`src/rtl/d5m_cfg_sequencer_if.sv`:
```
// -----------------------------------------------------------------------------
// d5m_cfg_sequencer_if
//
// Bundles the two handshakes of the D5M configuration sequencer:
//   - runtime update request (upd_*): register writes requested after boot
//   - I2C write engine (wr_*): one 24-bit {reg, data} word per transaction
//
// Signals:
//   upd_valid  runtime write request
//   upd_addr   runtime register address
//   upd_data   runtime register data
//   upd_ready  runtime request accepted this cycle
//   wr_valid   word offered to the I2C engine
//   wr_dev     I2C device write address
//   wr_word    {reg[7:0], data[15:0]} to the engine
//   wr_ready   engine accepts the word
//   wr_done    one-cycle pulse, transaction finished
//   wr_nack    qualifies wr_done; an ACK slot was missed
//
// Modports:
//   master  the sequencer side
//   slave   the requester / engine side
// -----------------------------------------------------------------------------
interface d5m_cfg_sequencer_if;
    logic        upd_valid;
    logic [7:0]  upd_addr;
    logic [15:0] upd_data;
    logic        upd_ready;
    logic        wr_valid;
    logic [7:0]  wr_dev;
    logic [23:0] wr_word;
    logic        wr_ready;
    logic        wr_done;
    logic        wr_nack;

    modport master (
        input  upd_valid, upd_addr, upd_data, wr_ready, wr_done, wr_nack,
        output upd_ready, wr_valid, wr_dev, wr_word
    );

    modport slave (
        output upd_valid, upd_addr, upd_data, wr_ready, wr_done, wr_nack,
        input  upd_ready, wr_valid, wr_dev, wr_word
    );
endinterface

```
`src/rtl/d5m_cfg_sequencer.sv`:
```
// -----------------------------------------------------------------------------
// d5m_cfg_sequencer
//
// Walks the external D5M boot-register table and hands each {reg, data} word
// to the single I2C write engine, waiting for completion and retrying NACKed
// writes. After the table is done it forwards runtime register updates
// (exposure, gains) to the same engine.
//
// Build option:
//   D5M_CFG_RETRY_EN  defined   -> a NACKed word is re-issued up to MAX_RETRY
//                                  times before being abandoned.
//                     undefined -> any NACK abandons the word at once; no retry
//                                  counter exists and MAX_RETRY has no effect.
//
// Parameters:
//   NUM_REGS    boot-table entries (indices 0..NUM_REGS-1, max 32)
//   DEV_ADDR    I2C device write address driven on wr_dev
//   MAX_RETRY   retries per word after a NACK (1..7)
//   GAP_CYCLES  idle cycles after every completed write (>= 1)
//
// Ports:
//   clk        system clock
//   rst        synchronous active-high reset
//   start      one-cycle pulse, re-runs the boot table from index 0
//   tbl_index  boot-table entry being read
//   tbl_data   {reg, data} of entry tbl_index (combinational from the table)
//   bus        update request and I2C engine handshakes (master side)
//   busy       sequencer is neither idle nor finished
//   cfg_done   boot table finished, sticky until start or rst
//   cfg_err    sticky, a word was abandoned after its retries
// -----------------------------------------------------------------------------
module d5m_cfg_sequencer #(
    parameter int unsigned NUM_REGS   = 25,
    parameter logic [7:0]  DEV_ADDR   = 8'hBA,
    parameter int unsigned MAX_RETRY  = 3,
    parameter logic [15:0] GAP_CYCLES = 16'd500
) (
    input  logic                        clk,
    input  logic                        rst,
    input  logic                        start,
    output logic [4:0]                  tbl_index,
    input  logic [23:0]                 tbl_data,
    d5m_cfg_sequencer_if.master         bus,
    output logic                        busy,
    output logic                        cfg_done,
    output logic                        cfg_err
);

    localparam logic [2:0] IDLE      = 3'd0;
    localparam logic [2:0] FETCH     = 3'd1;
    localparam logic [2:0] ISSUE     = 3'd2;
    localparam logic [2:0] WAIT      = 3'd3;
    localparam logic [2:0] GAP       = 3'd4;
    localparam logic [2:0] DONE      = 3'd5;
    localparam logic [2:0] UPD_ISSUE = 3'd6;
    localparam logic [2:0] UPD_WAIT  = 3'd7;

    localparam logic [4:0]  LAST_IDX = 5'(NUM_REGS - 1);
    localparam logic [15:0] GAP_LAST = GAP_CYCLES - 16'd1;

    logic [2:0]  state;
    logic [2:0]  state_next;
    logic [15:0] gap_cnt;
    logic        in_upd;      // current word came from a runtime update
    logic        wr_valid_q;
    logic [23:0] wr_word_q;

    logic        wait_st;
    logic        nack_seen;
    logic        can_retry;
    logic        gap_end;
    logic        upd_accept;

    function automatic logic is_busy(input logic [2:0] s);
        return !(s == IDLE || s == DONE);
    endfunction

    function automatic logic is_issue(input logic [2:0] s);
        return (s == ISSUE || s == UPD_ISSUE);
    endfunction

    assign wait_st    = (state == WAIT) || (state == UPD_WAIT);
    assign nack_seen  = wait_st && bus.wr_done && bus.wr_nack;
    assign gap_end    = (state == GAP) && (gap_cnt == GAP_LAST);
    // start outranks a pending update, so ready is withheld whenever start is high
    assign upd_accept = (state == DONE) && !start && bus.upd_valid;

`ifdef D5M_CFG_RETRY_EN
    logic [2:0] retry_cnt;

    assign can_retry = (retry_cnt < 3'(MAX_RETRY));

    always_ff @(posedge clk) begin
        if (rst) begin
            retry_cnt <= 3'd0;
        end else if (state == FETCH || upd_accept) begin
            retry_cnt <= 3'd0;
        end else if (nack_seen && can_retry) begin
            retry_cnt <= retry_cnt + 3'd1;
        end
    end
`else
    // MAX_RETRY has no effect in this build
    logic unused_max_retry;
    assign unused_max_retry = ^(3'(MAX_RETRY));
    assign can_retry        = 1'b0;
`endif

    always_comb begin
        state_next = state;
        case (state)
            IDLE:  state_next = FETCH;
            FETCH: state_next = ISSUE;
            ISSUE: begin
                if (bus.wr_ready) state_next = WAIT;
            end
            UPD_ISSUE: begin
                if (bus.wr_ready) state_next = UPD_WAIT;
            end
            WAIT: begin
                if (bus.wr_done) begin
                    state_next = (bus.wr_nack && can_retry) ? ISSUE : GAP;
                end
            end
            UPD_WAIT: begin
                if (bus.wr_done) begin
                    state_next = (bus.wr_nack && can_retry) ? UPD_ISSUE : GAP;
                end
            end
            GAP: begin
                if (gap_end) begin
                    state_next = (in_upd || tbl_index == LAST_IDX) ? DONE : FETCH;
                end
            end
            DONE: begin
                if (start) begin
                    state_next = FETCH;
                end else if (bus.upd_valid) begin
                    state_next = UPD_ISSUE;
                end
            end
            default: state_next = IDLE;
        endcase
    end

    always_ff @(posedge clk) begin
        if (rst) begin
            state      <= IDLE;
            busy       <= 1'b0;
            wr_valid_q <= 1'b0;
            wr_word_q  <= 24'd0;
            tbl_index  <= 5'd0;
            cfg_done   <= 1'b0;
            cfg_err    <= 1'b0;
            gap_cnt    <= 16'd0;
            in_upd     <= 1'b0;
        end else begin
            state <= state_next;
            // busy and wr_valid are registered from the next state so they line up with it
            busy       <= is_busy(state_next);
            wr_valid_q <= is_issue(state_next);

            case (state)
                FETCH: begin
                    wr_word_q <= tbl_data;
                    in_upd    <= 1'b0;
                end
                WAIT, UPD_WAIT: begin
                    if (nack_seen && !can_retry) cfg_err <= 1'b1;
                end
                GAP: begin
                    if (gap_end) begin
                        gap_cnt <= 16'd0;
                        if (!in_upd) begin
                            if (tbl_index == LAST_IDX) cfg_done <= 1'b1;
                            else                       tbl_index <= tbl_index + 5'd1;
                        end
                    end else begin
                        gap_cnt <= gap_cnt + 16'd1;
                    end
                end
                DONE: begin
                    if (start) begin
                        cfg_done  <= 1'b0;
                        cfg_err   <= 1'b0;
                        tbl_index <= 5'd0;
                    end else if (bus.upd_valid) begin
                        wr_word_q <= {bus.upd_addr, bus.upd_data};
                        in_upd    <= 1'b1;
                    end
                end
                default: ;
            endcase
        end
    end

    assign bus.upd_ready = upd_accept;
    assign bus.wr_valid  = wr_valid_q;
    assign bus.wr_word   = wr_word_q;
    assign bus.wr_dev    = DEV_ADDR;

endmodule

```
`src/flat_wrapper.sv`:
```
// flat-port wrapper written by rule: the top's interface ports become plain ports
module d5m_cfg_sequencer_flat 
#(
    parameter int unsigned NUM_REGS   = 25,
    parameter logic [7:0]  DEV_ADDR   = 8'hBA,
    parameter int unsigned MAX_RETRY  = 3,
    parameter logic [15:0] GAP_CYCLES = 16'd500
)
  (clk, rst, start, tbl_index, tbl_data, busy, cfg_done, cfg_err, bus_upd_valid, bus_upd_addr, bus_upd_data, bus_wr_ready, bus_wr_done, bus_wr_nack, bus_upd_ready, bus_wr_valid, bus_wr_dev, bus_wr_word);
  d5m_cfg_sequencer_if bus_i ();
  input  logic clk;
  input  logic rst;
  input  logic start;
  output logic [4:0] tbl_index;
  input  logic [23:0] tbl_data;
  output logic busy;
  output logic cfg_done;
  output logic cfg_err;
  input wire logic [$bits(bus_i.upd_valid)-1:0] bus_upd_valid;
  input wire logic [$bits(bus_i.upd_addr)-1:0] bus_upd_addr;
  input wire logic [$bits(bus_i.upd_data)-1:0] bus_upd_data;
  input wire logic [$bits(bus_i.wr_ready)-1:0] bus_wr_ready;
  input wire logic [$bits(bus_i.wr_done)-1:0] bus_wr_done;
  input wire logic [$bits(bus_i.wr_nack)-1:0] bus_wr_nack;
  output wire logic [$bits(bus_i.upd_ready)-1:0] bus_upd_ready;
  output wire logic [$bits(bus_i.wr_valid)-1:0] bus_wr_valid;
  output wire logic [$bits(bus_i.wr_dev)-1:0] bus_wr_dev;
  output wire logic [$bits(bus_i.wr_word)-1:0] bus_wr_word;
  assign bus_i.upd_valid = bus_upd_valid;
  assign bus_i.upd_addr = bus_upd_addr;
  assign bus_i.upd_data = bus_upd_data;
  assign bus_i.wr_ready = bus_wr_ready;
  assign bus_i.wr_done = bus_wr_done;
  assign bus_i.wr_nack = bus_wr_nack;
  assign bus_upd_ready = bus_i.upd_ready;
  assign bus_wr_valid = bus_i.wr_valid;
  assign bus_wr_dev = bus_i.wr_dev;
  assign bus_wr_word = bus_i.wr_word;
  d5m_cfg_sequencer #(.NUM_REGS(NUM_REGS), .DEV_ADDR(DEV_ADDR), .MAX_RETRY(MAX_RETRY), .GAP_CYCLES(GAP_CYCLES)) u_core (.clk(clk), .rst(rst), .start(start), .tbl_index(tbl_index), .tbl_data(tbl_data), .bus(bus_i), .busy(busy), .cfg_done(cfg_done), .cfg_err(cfg_err));
endmodule
```
`config.mk`:
```
export PLATFORM = sky130hd
export DESIGN_NAME = d5m_cfg_sequencer_flat
export DESIGN_NICKNAME = d
export VERILOG_FILES = /design/src/rtl/d5m_cfg_sequencer_if.sv /design/src/rtl/d5m_cfg_sequencer.sv /design/src/flat_wrapper.sv
export SDC_FILE = /design/constraint.sdc
export NUM_CORES = 1
export LEC_CHECK = 0
export CAP_MARGIN = 20
export CORE_ASPECT_RATIO = 0.6
export CORE_MARGIN = 1
export CORE_UTILIZATION = 47
export CTS_BUF_LIST = sky130_fd_sc_hd__clkbuf_4 sky130_fd_sc_hd__clkbuf_8 sky130_fd_sc_hd__clkbuf_16
export DETAILED_ROUTE_END_ITERATION = 7
export HOLD_SLACK_MARGIN = 0.1
export PLACE_DENSITY = 0.88
export SKIP_LAST_GASP = 1
export SYNTH_ARGS = -nofsm -noshare
export SYNTH_HDL_FRONTEND = slang
export SYNTH_SLANG_ARGS = --single-unit
export TNS_END_PERCENT = 1
```
`constraint.sdc`:
```
create_clock -name clk -period 4.22 [get_ports clk]
set_clock_uncertainty 0.1 [all_clocks]
set_input_delay 0.844 -clock clk [delete_from_list [all_inputs] [get_ports clk]]
set_output_delay 0.844 -clock clk [all_outputs]
set_load 0.01 [all_outputs]
```
==> results.md <==
- The sort of element at the end of the critical path is a primary output.
- Setup violations remaining at the end of the flow were counted as 0.
- In this run the count of I/O pins placed on the die edge is 97.
- Timing would allow up to 0.320 GHz.
- The critical path start-end classification is primary input to primary output.
- Data arrives at the worst endpoint at 2.18 ns.
- Summing all placed instances gives a cell area of ~3400 um^2.
- Entering global routing, the biggest net connects 41 pins.
- The number of non-filler instances in the completed layout is 453.
- The number of filler cells placed in the layout is 412.
- The first-pass GRT wire length is 9740 um.
- Data on the critical path is required at its endpoint by 3.28 ns.
- The CTS buffer count is 5.
- The register bit count reported by yosys is 53.
- The root buffer selected by CTS is sky130_fd_sc_hd__clkbuf_8.
- The worst setup path is launched from a primary input.
- The tree built by TritonCTS fans out to 53 sinks.
- The average vias per placed instance is 5.29.
- Setup repair after global routing left no endpoint under its margin.
- The clock-pin slew of the registers on the worst-case setup and hold paths is 0.09 ns.
- The worst hold path belongs to the class flip-flop to flip-flop.
- Summed over all failing endpoints, the final setup total negative slack is 0 ns.
- The total congestion overflow after global routing is 0.
- Wires add up to 6180 um.
- The ratio of total power to cell area is 337 nW/um^2.
- The worst reg2reg path depth is 6.
- After technology mapping, the gate count stands at 307.
- The synthesized area per cell is 8.05 um^2.
- Across the VDD grid, the largest voltage drop is 0.151 mV.
- Subtracting the final worst setup slack from the clock period gives about 3.1 ns.
- The initial utilization of the core area, before any placement, comes to between 40% and 50%.
- Buffers placed on the I/O ports in this run total 88.
- The via count is 2,398.
- The core footprint is 5050 um^2.
- The setup slack of the worst register-to-register path is a little under 2 ns.
- The flow ran to the end, and the final reports show no timing, DRC or antenna violations.
- TritonCTS built the clock tree.
- The maximum count of clock buffers along a single path is 2.
- The headroom to the max-slew limit is 39.8%.
- The instance count after placement with tap cells included is 446.
- The proportion of layout cells with a drive suffix above 1 is roughly 5%.
- The total routing resource utilization after global routing is 22.6%.
- The clock reaches the later pin of the worst-skew pair after a little over 0.3 ns.
- The hold buffer count at cts is 0.
- The design draws 1.16 mW.
- The congestion estimate from routability-driven global placement came to 0.818.
- The worst hold path endpoint is u_core.cfg_done.
- The level count of the clock H-tree is 2.
- The count of cells along the worst hold path is 2.
- Leaving out fill and tap cells, the most frequent cells in the layout are sky130_fd_sc_hd__clkdlybuf4s50_1 (88), sky130_fd_sc_hd__nand2_1 (63), sky130_fd_sc_hd__nor2_1 (56).
- The site row count is 20.
- The via count of the first global-routing pass is 2,070.
- The source of the worst register-to-register timing path is u_core.gap_cnt[0].
- The die width is approximately 96 um.
- Counting distinct cell types in the post-synthesis netlist gives 41.
- After routing the design area is 3440 um^2.
- The count of endpoints failing hold in the final timing report came to 0.
- The transition time at the pin with the least slew margin is 0.904 ns.
- Summed over all cells, the static leakage comes to 1.26 nW.
- Before antenna repair, the detailed router went through 5 iterations.
- The maximum net fanout on the critical path is 3.
- The count of maximum capacitance violations is 0.
- Relative to the synthesized area, the layout overhead comes to 39.2%.
- The final worst-path cycle share is between 70% and 80%.
- From bottom edge to top edge, the die measures 58.2 um.
- After the first detailed-routing iteration, the DRC count stood at 113.
- The detailed placer's ending HPWL is 4560 um.
- For this run, the post-layout net count is 445.
- The initial antenna violation count is 0.
- The start point of the worst hold path is u_core.cfg_done.
- The most common library cell in the layout ignoring fill and taps is sky130_fd_sc_hd__clkdlybuf4s50_1.
- The terminus of the critical flop-to-flop path is u_core.busy.
- Buffers added to address setup during post-CTS repair amount to 0.
- The die covers 5560 um^2.
- The post-route antenna net violation count is 0.
- The count of cells resized by post-cts repair is 0.
- In the final routed layout, each cell accounts on average for 13.6 um.
- The final antenna diode count is 0.
- The netlist area before placement is around 2500 um^2.
- The sequential share of the synthesized area is 42.9%.
- After detailed routing, the number of remaining DRC violations is 0.
- The total number of yosys warnings is 0.
- The max-slew violation total from the final report is 0.
state kept, by name, summed over array words and instances (netlist names):
| signal | count |
|---|---|
| u_core.bus.wr_word | 24 |
| u_core.gap_cnt | 16 |
| u_core.tbl_index | 5 |
| u_core.state | 3 |
| u_core.bus.wr_valid | 1 |
| u_core.busy | 1 |
| u_core.cfg_done | 1 |
| u_core.cfg_err | 1 |
| u_core.in_upd | 1 |
worst max-delay path, stage by stage:
cell and delay (ns):
sky130_fd_sc_hd__clkdlybuf4s50_1 0.44, sky130_fd_sc_hd__nand2b_1 0.17, sky130_fd_sc_hd__nor2_1 0.14, sky130_fd_sc_hd__clkdlybuf4s50_1 0.58
cells in the mapped netlist (all sizes together):
cell / number / area [um^2]
mux4: 1 / 22.5
clkbuf: 8 / 30.0
or4: 1 / 11.3
a311oi: 24 / 210
nor3b: 2 / 20.0
nand4bb: 1 / 11.3
nand2: 63 / 236
nor4b: 1 / 8.76
inv: 7 / 26.3
nor2: 56 / 210
o2111a: 1 / 11.3
a21oi: 9 / 45.0
and2: 5 / 31.3
o22ai: 1 / 6.26
xor2: 6 / 52.6
a211oi: 1 / 7.51
a211o: 1 / 8.76
nand4: 5 / 31.3
nor2b: 1 / 6.26
buf: 16 / 98.8
nor3: 5 / 30.0
and4: 2 / 18.8
dfxtp: 53 / 1060
or3: 1 / 11.3
xnor2: 11 / 96.3
and3: 2 / 13.8
o21ai: 2 / 10.0
a31oi: 1 / 6.26
ha: 3 / 37.5
nor4: 1 / 12.5
or2: 1 / 6.26
conb: 2 / 7.51
nand2b: 3 / 18.8
nand3: 9 / 45.0
and4b: 1 / 10.0
stage by stage:
step | hold WS (ns) | setup WS, ns | utilization (%)
finish | 0.386 | 1.10 | 68.1
global route | 0.418 | 1.03 | 68.1
CTS | 0.384 | 1.10 | 68.1
detailed placement | 0.370 | 1.12 | 66.3
global placement | 0.354 | 1.13 | 66.3
floorplan | 0.378 | 2.10 | -
cells by family (layout without fill, tap and decap cells):
| family | count (synthesis) | after routing | synth area share (%) |
|---|---|---|---|
| other cells | 2 | 8 | 0.304 |
| compound gates | 40 | 40 | 12.4 |
| mux | 1 | 1 | 0.911 |
| xor+xnor | 17 | 17 | 6.03 |
| flops | 53 | 53 | 42.9 |
| simple gates | 160 | 160 | 29.7 |
| buf+inv | 31 | 105 | 6.28 |
| fa+ha+maj | 3 | 3 | 1.52 |
layer usage:
layer  wire length, um  global-route usage [%]  part of all wire, %
met3               378                    5.77                  6.1
met2              2780                    34.3                   45
met4                93                    7.04                  1.5
met1              2930                    31.7                   47
met5                 0                       0                    0
report_power, final:
group          switching [mW]  internal, mW
logic                   0.128         0.161
clock network           0.163         0.130
registers              0.0293         0.547
total                   0.320         0.838
worst max path at each step:
stage | to | startpoint | cells past startpoint | slack, ns
floorplan | bus_upd_ready | start | 2 | 2.10
global placement | bus_upd_ready | start | 4 | 1.13
detailed placement | bus_upd_ready | start | 4 | 1.12
CTS | bus_upd_ready | start | 4 | 1.10
global route | bus_upd_ready | start | 4 | 1.03
finish | bus_upd_ready | start | 4 | 1.10
area by class of cell:
type                            count  area (um^2)  share of cell area (%)
Multi-Input combinational cell    229         1280                    37.1
Timing Repair Buffer               91          903                    26.3
Clock buffer                        6         82.6                    2.40
Sequential cell                    53         1060                    30.8
Clock inverter                      1         7.51                   0.218
Tap cell                           66         82.6                    2.40
Inverter                            7         26.3                   0.764
Note: power is estimated with default switching activity, not from simulation.
